File: config.mk
export PLATFORM = sky130hd
export DESIGN_NAME = redmule_tile_sequencer
export DESIGN_NICKNAME = d
export VERILOG_FILES = /design/src/rtl/redmule_pkg.sv /design/src/rtl/redmule_tile_counter.sv /design/src/rtl/redmule_tile_sequencer.sv
export SDC_FILE = /design/constraint.sdc
export NUM_CORES = 1
export LEC_CHECK = 0
export ABC_CLOCK_PERIOD_IN_PS = 6200
export BUFFER_PORTS_ARGS = -buffer_cell sky130_fd_sc_hd__buf_2
export CAP_MARGIN = 0
export CORE_MARGIN = 1.5
export CORE_UTILIZATION = 35
export CTS_CLUSTER_SIZE = 16
export DETAILED_ROUTE_END_ITERATION = 7
export SKIP_LAST_GASP = 1
export SLEW_MARGIN = 20
export SYNTH_ARGS = -nofsm -noshare
export SYNTH_HDL_FRONTEND = slang
export SYNTH_HIERARCHICAL = 1
export SYNTH_SLANG_ARGS = --single-unit
File: constraint.sdc
create_clock -name clk_i -period 6.2 [get_ports clk_i]
set_input_delay 0.31 -clock clk_i [delete_from_list [all_inputs] [get_ports clk_i]]
set_output_delay 0.31 -clock clk_i [all_outputs]
set_load 0.01 [all_outputs]
File: src/rtl/redmule_pkg.sv
// ----------------------------------------------------------------------------
// redmule_pkg
// Shared types and constants for the RedMulE tile sequencer.
//   - redmule_seq_state_e : tile sequencer FSM states
//   - redmule_tile_depth(): W tile depth in rows, (NumPipeRegs+1)*Height
//   - RedmuleTile         : W tile depth for the default array geometry
// ----------------------------------------------------------------------------
package redmule_pkg;

   localparam int unsigned RedmuleHeight      = 4;
   localparam int unsigned RedmuleWidth       = 8;
   localparam int unsigned RedmuleNumPipeRegs = 3;

   function automatic int unsigned redmule_tile_depth(input int unsigned height,
                                                      input int unsigned pipe_regs);
      return (pipe_regs + 1) * height;
   endfunction

   localparam int unsigned RedmuleTile = redmule_tile_depth(RedmuleHeight, RedmuleNumPipeRegs);

   typedef enum logic [2:0] {
      SEQ_IDLE    = 3'd0,
      SEQ_LOAD_W  = 3'd1,
      SEQ_LOAD_X  = 3'd2,
      SEQ_STORE_Z = 3'd3,
      SEQ_DONE    = 3'd4
   } redmule_seq_state_e;

endpackage

File: src/rtl/redmule_tile_counter.sv
// ----------------------------------------------------------------------------
// redmule_tile_counter
// Wrapping tile index counter: counts 0 .. limit_i-1, then wraps to 0.
// Ports:
//   clk_i, rst_ni   clock, async active-low reset
//   clear_i         synchronous clear to 0 (wins over en_i)
//   en_i            advance by one (wraps when at last)
//   limit_i         number of tiles (live, must be stable while counting)
//   cnt_o           current index
//   last_o          cnt_o == limit_i-1
// ----------------------------------------------------------------------------
module redmule_tile_counter #(
   parameter int unsigned CntWidth = 16
) (
   input  logic                clk_i,
   input  logic                rst_ni,
   input  logic                clear_i,
   input  logic                en_i,
   input  logic [CntWidth-1:0] limit_i,
   output logic [CntWidth-1:0] cnt_o,
   output logic                last_o
);

   logic [CntWidth-1:0] r_cnt;
   logic                w_last;

   assign w_last = (r_cnt == (limit_i - CntWidth'(1)));

   always_ff @(posedge clk_i or negedge rst_ni) begin
      if (!rst_ni) begin
         r_cnt <= '0;
      end else if (clear_i) begin
         r_cnt <= '0;
      end else if (en_i) begin
         r_cnt <= w_last ? '0 : r_cnt + CntWidth'(1);
      end
   end

   assign cnt_o  = r_cnt;
   assign last_o = w_last;

endmodule

File: src/rtl/redmule_tile_sequencer.sv
// ----------------------------------------------------------------------------
// redmule_tile_sequencer
// Walks the M/N/K tile loop (k innermost, then n, then m), issuing W/X load
// and Z store requests to the streamer and signalling W tile completion back
// to the RedMulE controller.
//
// Build option: REDMULE_SEQ_PERF_EN adds a saturating 32-bit handshake stall
// counter on stall_cnt_o; without it stall_cnt_o is tied to 0.
//
// Ports:
//   clk_i, rst_ni                 clock, async active-low reset
//   clear_i                       synchronous clear (highest priority)
//   start_i                       start level, sampled in IDLE only
//   flush_i                       abort back to IDLE, no done pulse
//   m/n/k_tiles_i                 tile counts (stable while busy_o)
//   w_req_valid_o / w_req_ready_i W tile load request handshake
//   w_beat_valid_i                one W row delivered to the array
//   x_req_valid_o / x_req_ready_i X tile load request handshake
//   z_req_valid_o / z_req_ready_i Z tile store request handshake
//   w_loaded_o                    one-cycle pulse, W tile complete
//   m/n/k_idx_o                   current tile indices
//   accumulate_o                  k_idx_o != 0
//   last_o                        current tile is last in M, N and K
//   busy_o, done_o                activity level / end-of-sequence pulse
//   stall_cnt_o                   valid-without-ready cycle count
//
// State | meaning
// ------+------------------------------------------------------------------
// IDLE  | waiting for start_i
// LOAD_W| W request (once per tile) and TILE beat collection
// LOAD_X| X request for the current k step
// STORE_Z| Z store after the last k step of an (m,n) tile
// DONE  | one-cycle end of sequence, indices cleared
// ----------------------------------------------------------------------------
module redmule_tile_sequencer
   import redmule_pkg::*;
#(
   parameter int unsigned Height      = RedmuleHeight,
   parameter int unsigned Width       = RedmuleWidth,
   parameter int unsigned NumPipeRegs = RedmuleNumPipeRegs,
   parameter int unsigned CntWidth    = 16
) (
   input  logic                clk_i,
   input  logic                rst_ni,
   input  logic                clear_i,
   input  logic                start_i,
   input  logic                flush_i,
   input  logic [CntWidth-1:0] m_tiles_i,
   input  logic [CntWidth-1:0] n_tiles_i,
   input  logic [CntWidth-1:0] k_tiles_i,
   output logic                w_req_valid_o,
   input  logic                w_req_ready_i,
   input  logic                w_beat_valid_i,
   output logic                x_req_valid_o,
   input  logic                x_req_ready_i,
   output logic                z_req_valid_o,
   input  logic                z_req_ready_i,
   output logic                w_loaded_o,
   output logic [CntWidth-1:0] m_idx_o,
   output logic [CntWidth-1:0] n_idx_o,
   output logic [CntWidth-1:0] k_idx_o,
   output logic                accumulate_o,
   output logic                last_o,
   output logic                busy_o,
   output logic                done_o,
   output logic [31:0]         stall_cnt_o
);

   localparam int unsigned TILE  = redmule_tile_depth(Height, NumPipeRegs);
   localparam int unsigned BeatW = $clog2(TILE + 1);

   if (Width == 0 || Height == 0) begin : g_cfg_check
      $error("redmule_tile_sequencer: array dimensions must be non-zero");
   end

   redmule_seq_state_e r_state, w_state_next;

   logic [BeatW-1:0] r_beat_cnt;
   logic             r_w_req_acc;   // W request of the current tile already accepted
   logic             r_w_loaded;
   logic             r_done;
   logic             r_busy;

   logic w_w_valid, w_x_valid, w_z_valid;
   logic w_w_hs, w_x_hs, w_z_hs;
   logic w_abort, w_counts_ok, w_beat_take, w_tile_loaded;
   logic w_m_last, w_n_last, w_k_last, w_all_last, w_idx_clear, w_active;
   logic w_k_en, w_n_en, w_m_en;

   assign w_w_valid = (r_state == SEQ_LOAD_W) && !r_w_req_acc;
   assign w_x_valid = (r_state == SEQ_LOAD_X);
   assign w_z_valid = (r_state == SEQ_STORE_Z);

   assign w_w_hs = w_w_valid && w_req_ready_i;
   assign w_x_hs = w_x_valid && x_req_ready_i;
   assign w_z_hs = w_z_valid && z_req_ready_i;

   assign w_abort     = clear_i || flush_i;
   assign w_counts_ok = (|m_tiles_i) && (|n_tiles_i) && (|k_tiles_i);

   // Beats only count once the tile's W request is (being) accepted, so
   // stray beats outside that window never leak into a tile.
   assign w_beat_take   = (r_state == SEQ_LOAD_W) && w_beat_valid_i && (r_w_req_acc || w_w_hs);
   assign w_tile_loaded = w_beat_take && (r_beat_cnt == BeatW'(TILE - 1));

   assign w_all_last  = w_m_last && w_n_last && w_k_last;
   assign w_idx_clear = w_abort || (r_state == SEQ_DONE);
   // At the Z handshake k is always last, so enabling it there wraps it to 0.
   assign w_k_en      = (w_x_hs && !w_k_last) || w_z_hs;
   assign w_n_en      = w_z_hs;
   assign w_m_en      = w_z_hs && w_n_last;

   always_comb begin
      w_state_next = r_state;
      case (r_state)
         SEQ_IDLE:    if (start_i) w_state_next = w_counts_ok ? SEQ_LOAD_W : SEQ_DONE;
         SEQ_LOAD_W:  if (w_tile_loaded) w_state_next = SEQ_LOAD_X;
         SEQ_LOAD_X:  if (w_x_hs) w_state_next = w_k_last ? SEQ_STORE_Z : SEQ_LOAD_W;
         SEQ_STORE_Z: if (w_z_hs) w_state_next = w_all_last ? SEQ_DONE : SEQ_LOAD_W;
         SEQ_DONE:    w_state_next = SEQ_IDLE;
         default:     w_state_next = SEQ_IDLE;
      endcase
      if (w_abort) w_state_next = SEQ_IDLE;
   end

   always_ff @(posedge clk_i or negedge rst_ni) begin
      if (!rst_ni) begin
         r_state     <= SEQ_IDLE;
         r_beat_cnt  <= '0;
         r_w_req_acc <= 1'b0;
         r_w_loaded  <= 1'b0;
         r_done      <= 1'b0;
         r_busy      <= 1'b0;
      end else begin
         r_state    <= w_state_next;
         r_busy     <= (w_state_next != SEQ_IDLE);
         r_done     <= (w_state_next == SEQ_DONE);
         r_w_loaded <= w_tile_loaded && !w_abort;
         if (w_abort || w_tile_loaded) begin
            r_beat_cnt  <= '0;
            r_w_req_acc <= 1'b0;
         end else begin
            if (w_beat_take) r_beat_cnt <= r_beat_cnt + BeatW'(1);
            if (w_w_hs)      r_w_req_acc <= 1'b1;
         end
      end
   end

   redmule_tile_counter #(.CntWidth(CntWidth)) i_k_cnt (
      .clk_i   (clk_i),
      .rst_ni  (rst_ni),
      .clear_i (w_idx_clear),
      .en_i    (w_k_en),
      .limit_i (k_tiles_i),
      .cnt_o   (k_idx_o),
      .last_o  (w_k_last)
   );

   redmule_tile_counter #(.CntWidth(CntWidth)) i_n_cnt (
      .clk_i   (clk_i),
      .rst_ni  (rst_ni),
      .clear_i (w_idx_clear),
      .en_i    (w_n_en),
      .limit_i (n_tiles_i),
      .cnt_o   (n_idx_o),
      .last_o  (w_n_last)
   );

   redmule_tile_counter #(.CntWidth(CntWidth)) i_m_cnt (
      .clk_i   (clk_i),
      .rst_ni  (rst_ni),
      .clear_i (w_idx_clear),
      .en_i    (w_m_en),
      .limit_i (m_tiles_i),
      .cnt_o   (m_idx_o),
      .last_o  (w_m_last)
   );

`ifdef REDMULE_SEQ_PERF_EN
   logic [31:0] r_stall_cnt;
   logic        w_stall;

   assign w_stall = (w_w_valid && !w_req_ready_i) ||
                    (w_x_valid && !x_req_ready_i) ||
                    (w_z_valid && !z_req_ready_i);

   // Flush keeps the count so an aborted run can still be inspected.
   always_ff @(posedge clk_i or negedge rst_ni) begin
      if (!rst_ni) begin
         r_stall_cnt <= '0;
      end else if (clear_i) begin
         r_stall_cnt <= '0;
      end else if (flush_i) begin
         r_stall_cnt <= r_stall_cnt;
      end else if ((r_state == SEQ_IDLE) && start_i) begin
         r_stall_cnt <= '0;
      end else if (w_stall && (r_stall_cnt != 32'hFFFF_FFFF)) begin
         r_stall_cnt <= r_stall_cnt + 32'd1;
      end
   end

   assign stall_cnt_o = r_stall_cnt;
`else
   assign stall_cnt_o = 32'd0;
`endif

   // Index-derived flags are only meaningful while a tile is in flight.
   assign w_active = (r_state == SEQ_LOAD_W) || (r_state == SEQ_LOAD_X) ||
                     (r_state == SEQ_STORE_Z);

   assign w_req_valid_o = w_w_valid;
   assign x_req_valid_o = w_x_valid;
   assign z_req_valid_o = w_z_valid;
   assign w_loaded_o    = r_w_loaded;
   assign done_o        = r_done;
   assign busy_o        = r_busy;
   assign accumulate_o  = (k_idx_o != '0);
   assign last_o        = w_active && w_all_last;

endmodule

==> summary.txt, run 1 <==
Floorplan
  • Die Span Y: 127 um
  • Die area: around 0.016 sq mm
  • Core Rows: 45
  • Die width: 127 um
  • Ports: roughly 150
  • Core area: 0.0151 sq mm
  • Starting density of the core: 35.5%

Synthesis
  • Post-Synth XOR/XNOR Area: between 10% and 20%
  • Simple-Gate Fraction of Synth Area: 32.9%
  • Top FF cell, synth: dfrtp_1
  • YS warnings: 6
  • Post-Synthesis Cells: 657
  • Post-Syn Area: 0.00535 sq mm
  • Compound-Gate Fraction of Synth Area: 10.7%
  • Number of enable flip-flop cells after synthesis: 0
  • Post-synthesis adder-cell area fraction: 1.87%
  • Largest family of logic cells by synthesized area: simple AND/OR/NAND/NOR gates
  • Mapped Avg Cell Area: 8.15 sq um
  • Synthesized flop and latch total: 60
  • Register area share after synthesis: ~28%
  • Ys async rst share: 100%
  • Cell variety after synth: 59
  • Mux share of post-synthesis cell area: roughly 1.2%

Timing
  • Setup TNS: 0 ns
  • Slew @ Worst Pin: ~0.8 ns
  • Max frequency: between 200 and 250 MHz
  • Final setup viols: 0
  • Final min period: 4.26 ns
  • Fin crit share: between 60 and 70%
  • Setup repair after global routing missed its margin: false
  • Hold Violations, Final: 0
  • Final setup margin: 1.94 ns
  • Slew Limit Fails: 0
  • Slew HR: 47.8%
  • Setup Skew: 0.00741 ns

Clocking
  • Hold_buf cts: 0
  • Sink Count: 60
  • CTS Buffer Depth: 2
  • Postcts setup bufs: 0
  • PostCTS Resize Cnt: 0
  • H-Tree Depth: 3
  • CTS tree: built
  • Worst skew pair latency: between 0.3 and 0.4 ns
  • Total CTS buffers: 9
  • Clk root buf: clkbuf_16
  • Clock-pin slew on the worst setup and hold paths: 0.06 ns

Critical path
  • Worst-path maximum fanout: 8
  • Type of origin of the critical path: input pin
  • Crit path depth: 16
  • Crit-path leading delay family: simple AND/OR/NAND/NOR gates
  • Worst reg2reg setup slack: 2.52 ns
  • Crit path kind: in -> reg
  • Reg2Reg Depth: 15
  • Most frequent cell on the critical path: nor2_1
  • Slowest CP cell: or4_1
  • Crit-path cells: buf_2 > or4_1 > nor4_1 > mux2i_1 > o22ai_1 > o211a_1 > and3_1 > nor2_1 > a22oi_1 > nor3b_1 > nand4_1 > or2_2 > nor2_1 > nand3_1 > xor2_1 > nor2_1
  • Critical Path AT: 4.46 ns
  • Crit path buf inv count: 1
  • CP max stage delay: approximately 0.7 ns
  • CP Capture Type: register
  • Worst path required time: around 6.4 ns

Drt
  • Wire per inst: 14.2 um
  • DR vias: between 4000 and 5000
  • Drc violations: 0
  • Final wirelength: 13400 um
  • DRT antenna net count: 0
  • DRT Pass-1 Iters: 4
  • Iteration-0 DRC Markers: 265
  • Routed vias/inst: 5.26

Final layout
  • N_diodes: 0
  • # nets final: 813
  • Layout area overhead: 15.9%
  • Fin util: 41.1%
  • Fillers: 1539
  • Post-route insts no fill: 941
  • Share of cells above drive strength 1: 21.4%

Power
  • Sw frac: 25.1%
  • Combinational share of power: 13.0%
  • Seq pwr share: a little over a third
  • Worst VDD drop: approximately 0.13 mV
  • NetSw: 0.270 mW
  • PD cells: 173 mW/mm^2
  • Clock group share of total power: 50.4%
  • Internal: ~0.8 mW
  • LEAKAGE: ~2.6 nW

Place
  • Post-DP HPWL: 10300 um
  • Gpl congestion: 0.869
  • Dpl cells: around 930
  • Place WS: between 1.5 and 2 ns
  • IO buf count: approximately 110

Status
  • Outcome: finished, final reports clean

Global route
  • First-pass GRT wire length: 21600 um
  • Pin count of the biggest net entering global routing: 61
  • Global route overflow: 0
  • GRT Total Usage: about 17%
  • Initial antenna violation count: 0
  • Vias in the first global route: around 4300

Flow run
  • Max cap viols: 0

Worst hold path
  • Hold crit path type: in -> async
through the flow:
step           hold WS (ns)  area [sq um]  power, mW
6_report              0.155          6200       1.08
4_1_cts               0.198          6200       1.09
2_1_floorplan        0.0144          5470      0.501
3_5_place_dp          0.520          5880      0.540
5_1_grt               0.236          6200       1.13
3_3_place_gp          0.516          5880      0.541
cell usage after synthesis, types with 23 or more instances:
cell      number  area share, %
nand2_1       36            2.5
inv_1         23            1.6
buf_4         32            4.5
nor4_1        29            3.4
nand3_1       25            2.3
dfrtp_1       60             28
xnor2_1       72             12
nor2_1        91            6.4
nor3_1        28            2.6
clkbuf_1      24            1.7
xor2_1        27            4.4
nand4_1       28            3.3
final cells by class:
type,count,area (sq um),area share [%]
Sequential cell,60,1500,24.2
Clock buffer,10,239,3.85
Tap cell,188,235,3.79
Clock inverter,6,86.3,1.39
Inverter,23,86.3,1.39
Multi-Input combinational cell,541,3480,56.2
Timing Repair Buffer,113,568,9.16
layer usage:
layer / wire length (um) / vias up / track usage [%]
met5: 0 / - / 0
met4: 226 / 0 / 4.68
met3: 619 / 12 / 2.66
met2: 6230 / 137 / 27.2
met1: 6320 / 2330 / 22.5
li1: - / 2466 / -
logic make-up after synthesis:
logic type               count (synthesis)
flip-flops                              60
AO/OA/AOI/OAI                           79
other                                    1
multiplexers                             6
buffers and inverters                   87
AND/OR/NAND/NOR                        317
adder cells (fa/ha/maj)                  8
XOR/XNOR                                99
flip-flops by register name, indices dropped and copies added, names as in the netlist:
name / flops
i_n_cnt/cnt_o: 16
busy_o: 1
r_state: 3
w_loaded_o: 1
done_o: 1
r_w_req_acc: 1
i_m_cnt/cnt_o: 16
r_beat_cnt: 5
i_k_cnt/cnt_o: 16
worst reg2reg max path, delay by kind of cell, from the launching register on:
kind	cells	cell delay, ns
xor gates and xnor gates	2	0.58
DFF	1	0.44
AOI/OAI and AO/OA	2	0.34
and+or+nand+nor	11	2.19
placed cells by master, fill, tap and decap left out, types with 4 or more instances in the layout:
| cell type | netlist | layout |
|---|---|---|
| inv_1 | 23 | 23 |
| dfrtp_1 | 60 | 60 |
| nand3_1 | 25 | 25 |
| o21ai_0 | 10 | 10 |
| nor3_1 | 28 | 28 |
| a31oi_1 | 7 | 7 |
| buf_2 | 4 | 112 |
| nand2_1 | 36 | 36 |
| nor2_1 | 91 | 91 |
| or2_2 | 8 | 8 |
| and3_1 | 8 | 8 |
| or3_1 | 7 | 7 |
| conb_1 | 1 | 32 |
| nor4_1 | 29 | 29 |
| nand4_1 | 28 | 28 |
| ha_1 | 8 | 8 |
| a21oi_1 | 18 | 18 |
| xor2_1 | 27 | 27 |
| xnor2_1 | 72 | 72 |
| or4b_1 | 6 | 6 |
| o31ai_1 | 6 | 6 |
| clkbuf_16 | 0 | 9 |
| or4_1 | 4 | 4 |
| nand3b_1 | 12 | 12 |
| nand4b_1 | 4 | 4 |
| nand2b_1 | 6 | 6 |
power groups by stage:
stage / Sequential [mW] / Combinational, mW / Clock [mW]
floorplan: 0.400 / 0.101 / 0
global placement: 0.401 / 0.140 / 0
detailed placement: 0.401 / 0.139 / 0
CTS: 0.394 / 0.140 / 0.555
global route: 0.394 / 0.156 / 0.577
finish: 0.394 / 0.140 / 0.542
worst paths after layout:
kind,start,end
max,k_tiles_i[2],i_k_cnt/cnt_o[15]
min,rst_ni,i_k_cnt/cnt_o[12]
max reg2reg,i_k_cnt/cnt_o[10],i_k_cnt/cnt_o[15]
min reg2reg,r_beat_cnt[4],r_beat_cnt[4]
max in group asynchronous,rst_ni,i_n_cnt/cnt_o[9]
min in group clk_i,w_beat_valid_i,r_w_req_acc
Note: power is estimated with default switching activity, not from simulation.
==> run 2: changes to the inputs <==
ABC_CLOCK_PERIOD_IN_PS = 3490   (was 6200)
clock period = 3.49 ns   (was 6.2 ns; I/O delays follow)
==> run 2 against run 1 <==
Against the previous run: critical path depth decreased by 4; utilization up 1.6 points; cell area up 3.8%; clock power rose by 48%; die area unchanged; clock-buffer cell count rose by 3; critical path type is now in -> out; sequential cell count unchanged; register-to-register slack got worse by 2.2 ns; global-route usage up 1.2 points; sequential power up 78%; hold slack worse by 0.027 ns; non-clock buffer count grew 36.
==> summary.txt, run 2 (same netlist as run 1, synthesis figures left out) <==
Global route
  • GRT Total Usage: between 10% and 20%
  • Initial antenna violation count: 0
  • Vias in the first global route: approximately 4700
  • First-pass GRT wire length: 23100 um
  • Pin count of the biggest net entering global routing: 39
  • Global route overflow: 0

Critical path
  • R2R Path Start: i_n_cnt/cnt_o[4]
  • Worst reg2reg setup slack: ~0.33 ns
  • Slowest CP cell: or4_1
  • Crit. Startpoint: n_tiles_i[2]
  • Critical Path AT: about 3.0 ns
  • Crit path capture: last_o
  • CP Capture Type: output port
  • Crit-path cells: buf_2 > or4_1 > nor4_1 > buf_4 > nand3b_1 > mux2_2 > a211oi_2 > and3_1 > buf_4 > nand3_1 > nor3_1 > buf_2
  • Worst-path maximum fanout: 6
  • RR Endpoint: i_m_cnt/cnt_o[15]
  • Crit path kind: in -> out
  • Crit-path leading delay family: simple AND/OR/NAND/NOR gates
  • Crit path depth: 12
  • Crit path buf inv count: 4
  • Reg2Reg Depth: 13
  • Type of origin of the critical path: input pin
  • CP max stage delay: 0.67 ns
  • Worst path required time: 3.32 ns

Clocking
  • Total CTS buffers: 9
  • Sink Count: 60
  • CTS Buffer Depth: 2
  • H-Tree Depth: 3
  • Worst skew pair latency: 0.32 ns
  • PostCTS Resize Cnt: 0
  • Clock-pin slew on the worst setup and hold paths: 0.05 ns
  • CTS tree: built
  • Clk root buf: clkbuf_16
  • Postcts setup bufs: 0

Floorplan
  • Die Span Y: about 130 um
  • Die width: 127 um
  • Ports: 145
  • Die area: 0.0160 sq mm
  • Core Rows: 45
  • Starting density of the core: between 30% and 40%
  • Core area: approximately 0.015 sq mm

Timing
  • Slew HR: around three fifths
  • Final setup margin: 0.287 ns
  • Final setup viols: 0
  • Slew Limit Fails: 0
  • Fin crit share: 91.8%
  • Worst hold margin: 0.129 ns
  • Slew @ Worst Pin: 0.613 ns
  • Hold Violations, Final: 0
  • Setup Skew: roughly 0.0046 ns
  • Setup repair after global routing missed its margin: false
  • Final min period: between 3 and 4 ns
  • Setup TNS: 0 ns
  • Max frequency: 312 MHz

Drt
  • Drc violations: 0
  • Routed vias/inst: 5.24
  • DR vias: 5119
  • DRT Pass-1 Iters: 4
  • DRT antenna net count: 0
  • Final wirelength: roughly 14000 um
  • Wire per inst: 14.6 um
  • Iteration-0 DRC Markers: 300

Place
  • Place WS: 0.0194 ns
  • Dpl cells: 960
  • Gpl congestion: between 0.9 and 1
  • IO buf count: 112
  • Post-DP Area: 0.00615 sq mm
  • Post-DP HPWL: 11100 um

Final layout
  • Most common cell after layout, fill and taps aside: buf_2
  • # nets final: 849
  • Fillers: ~1500
  • N_diodes: 0
  • Commonest cells after routing, fill and taps aside: buf_2 (112), nor2_1 (90), xnor2_1 (72)
  • Share of cells above drive strength 1: 24.9%
  • Post-route insts no fill: about 1000
  • Final instance area: 0.00643 sq mm
  • Fin util: 42.6%
  • Layout area overhead: 20.2%

Power
  • LEAKAGE: about 2.7 nW
  • Worst VDD drop: about 0.21 mV
  • Design Power: about 1.8 mW
  • PD cells: 275 mW/mm^2

Flow run
  • Max cap viols: 0

Worst hold path
  • HP Start: w_beat_valid_i
  • Hold crit path type: in -> reg

Status
  • Outcome: finished, final reports clean
-- run 2: cell count changes in the layout (fill, tap and decap cells not counted), sizes merged --
cell / before / now
clkinvlp: 1 / 0
buf: 113 / 148
bufinv: 2 / 0
dlygate4sd3: 0 / 1
inv: 24 / 23
clkbuf: 10 / 13
-- run 2: final cells by class --
class,instances,area [sq um],area share (%)
multi-input cells,541,3500,54.4
repair buffers,149,841,13.1
well taps,188,235,3.66
clock inverters,2,10.0,0.156
inverters,23,86.3,1.34
clock buffers,13,260,4.04
flip-flops and latches,60,1500,23.3
-- run 2: report_power, final --
group / internal [mW] / total, mW / leakage, nW / switching [mW]
combinational: 0.0994 / 0.262 / 1.75 / 0.163
sequential: 0.698 / 0.700 / 0.837 / 0.00211
clock: 0.512 / 0.804 / 0.135 / 0.292
total: 1.31 / 1.77 / 2.72 / 0.457
-- run 2: timing repair --
action,CTS,global route
hold buffers,1,0
endpoints found under the hold margin,22,0
endpoints found under the setup margin,0,0
-- run 2: layer usage --
layer | vias up | global-route usage (%) | share of wire (%)
met1 | 2438 | 23.9 | 47
met3 | 22 | 3.25 | 4.1
li1 | 2531 | - | -
met5 | - | 0 | 0
met4 | 0 | 6.08 | 2.0
met2 | 128 | 28.5 | 47
-- run 2: worst min-delay path by stage --
stage	endpoint	slack (ns)	cells past startpoint
after floorplan	busy_o	-0.12	0
after global placement	i_k_cnt/cnt_o[12]	0.20	1
after detailed placement	i_k_cnt/cnt_o[12]	0.20	1
after CTS	r_w_req_acc	0.12	2
after global routing	r_w_req_acc	0.16	2
final	r_w_req_acc	0.13	2
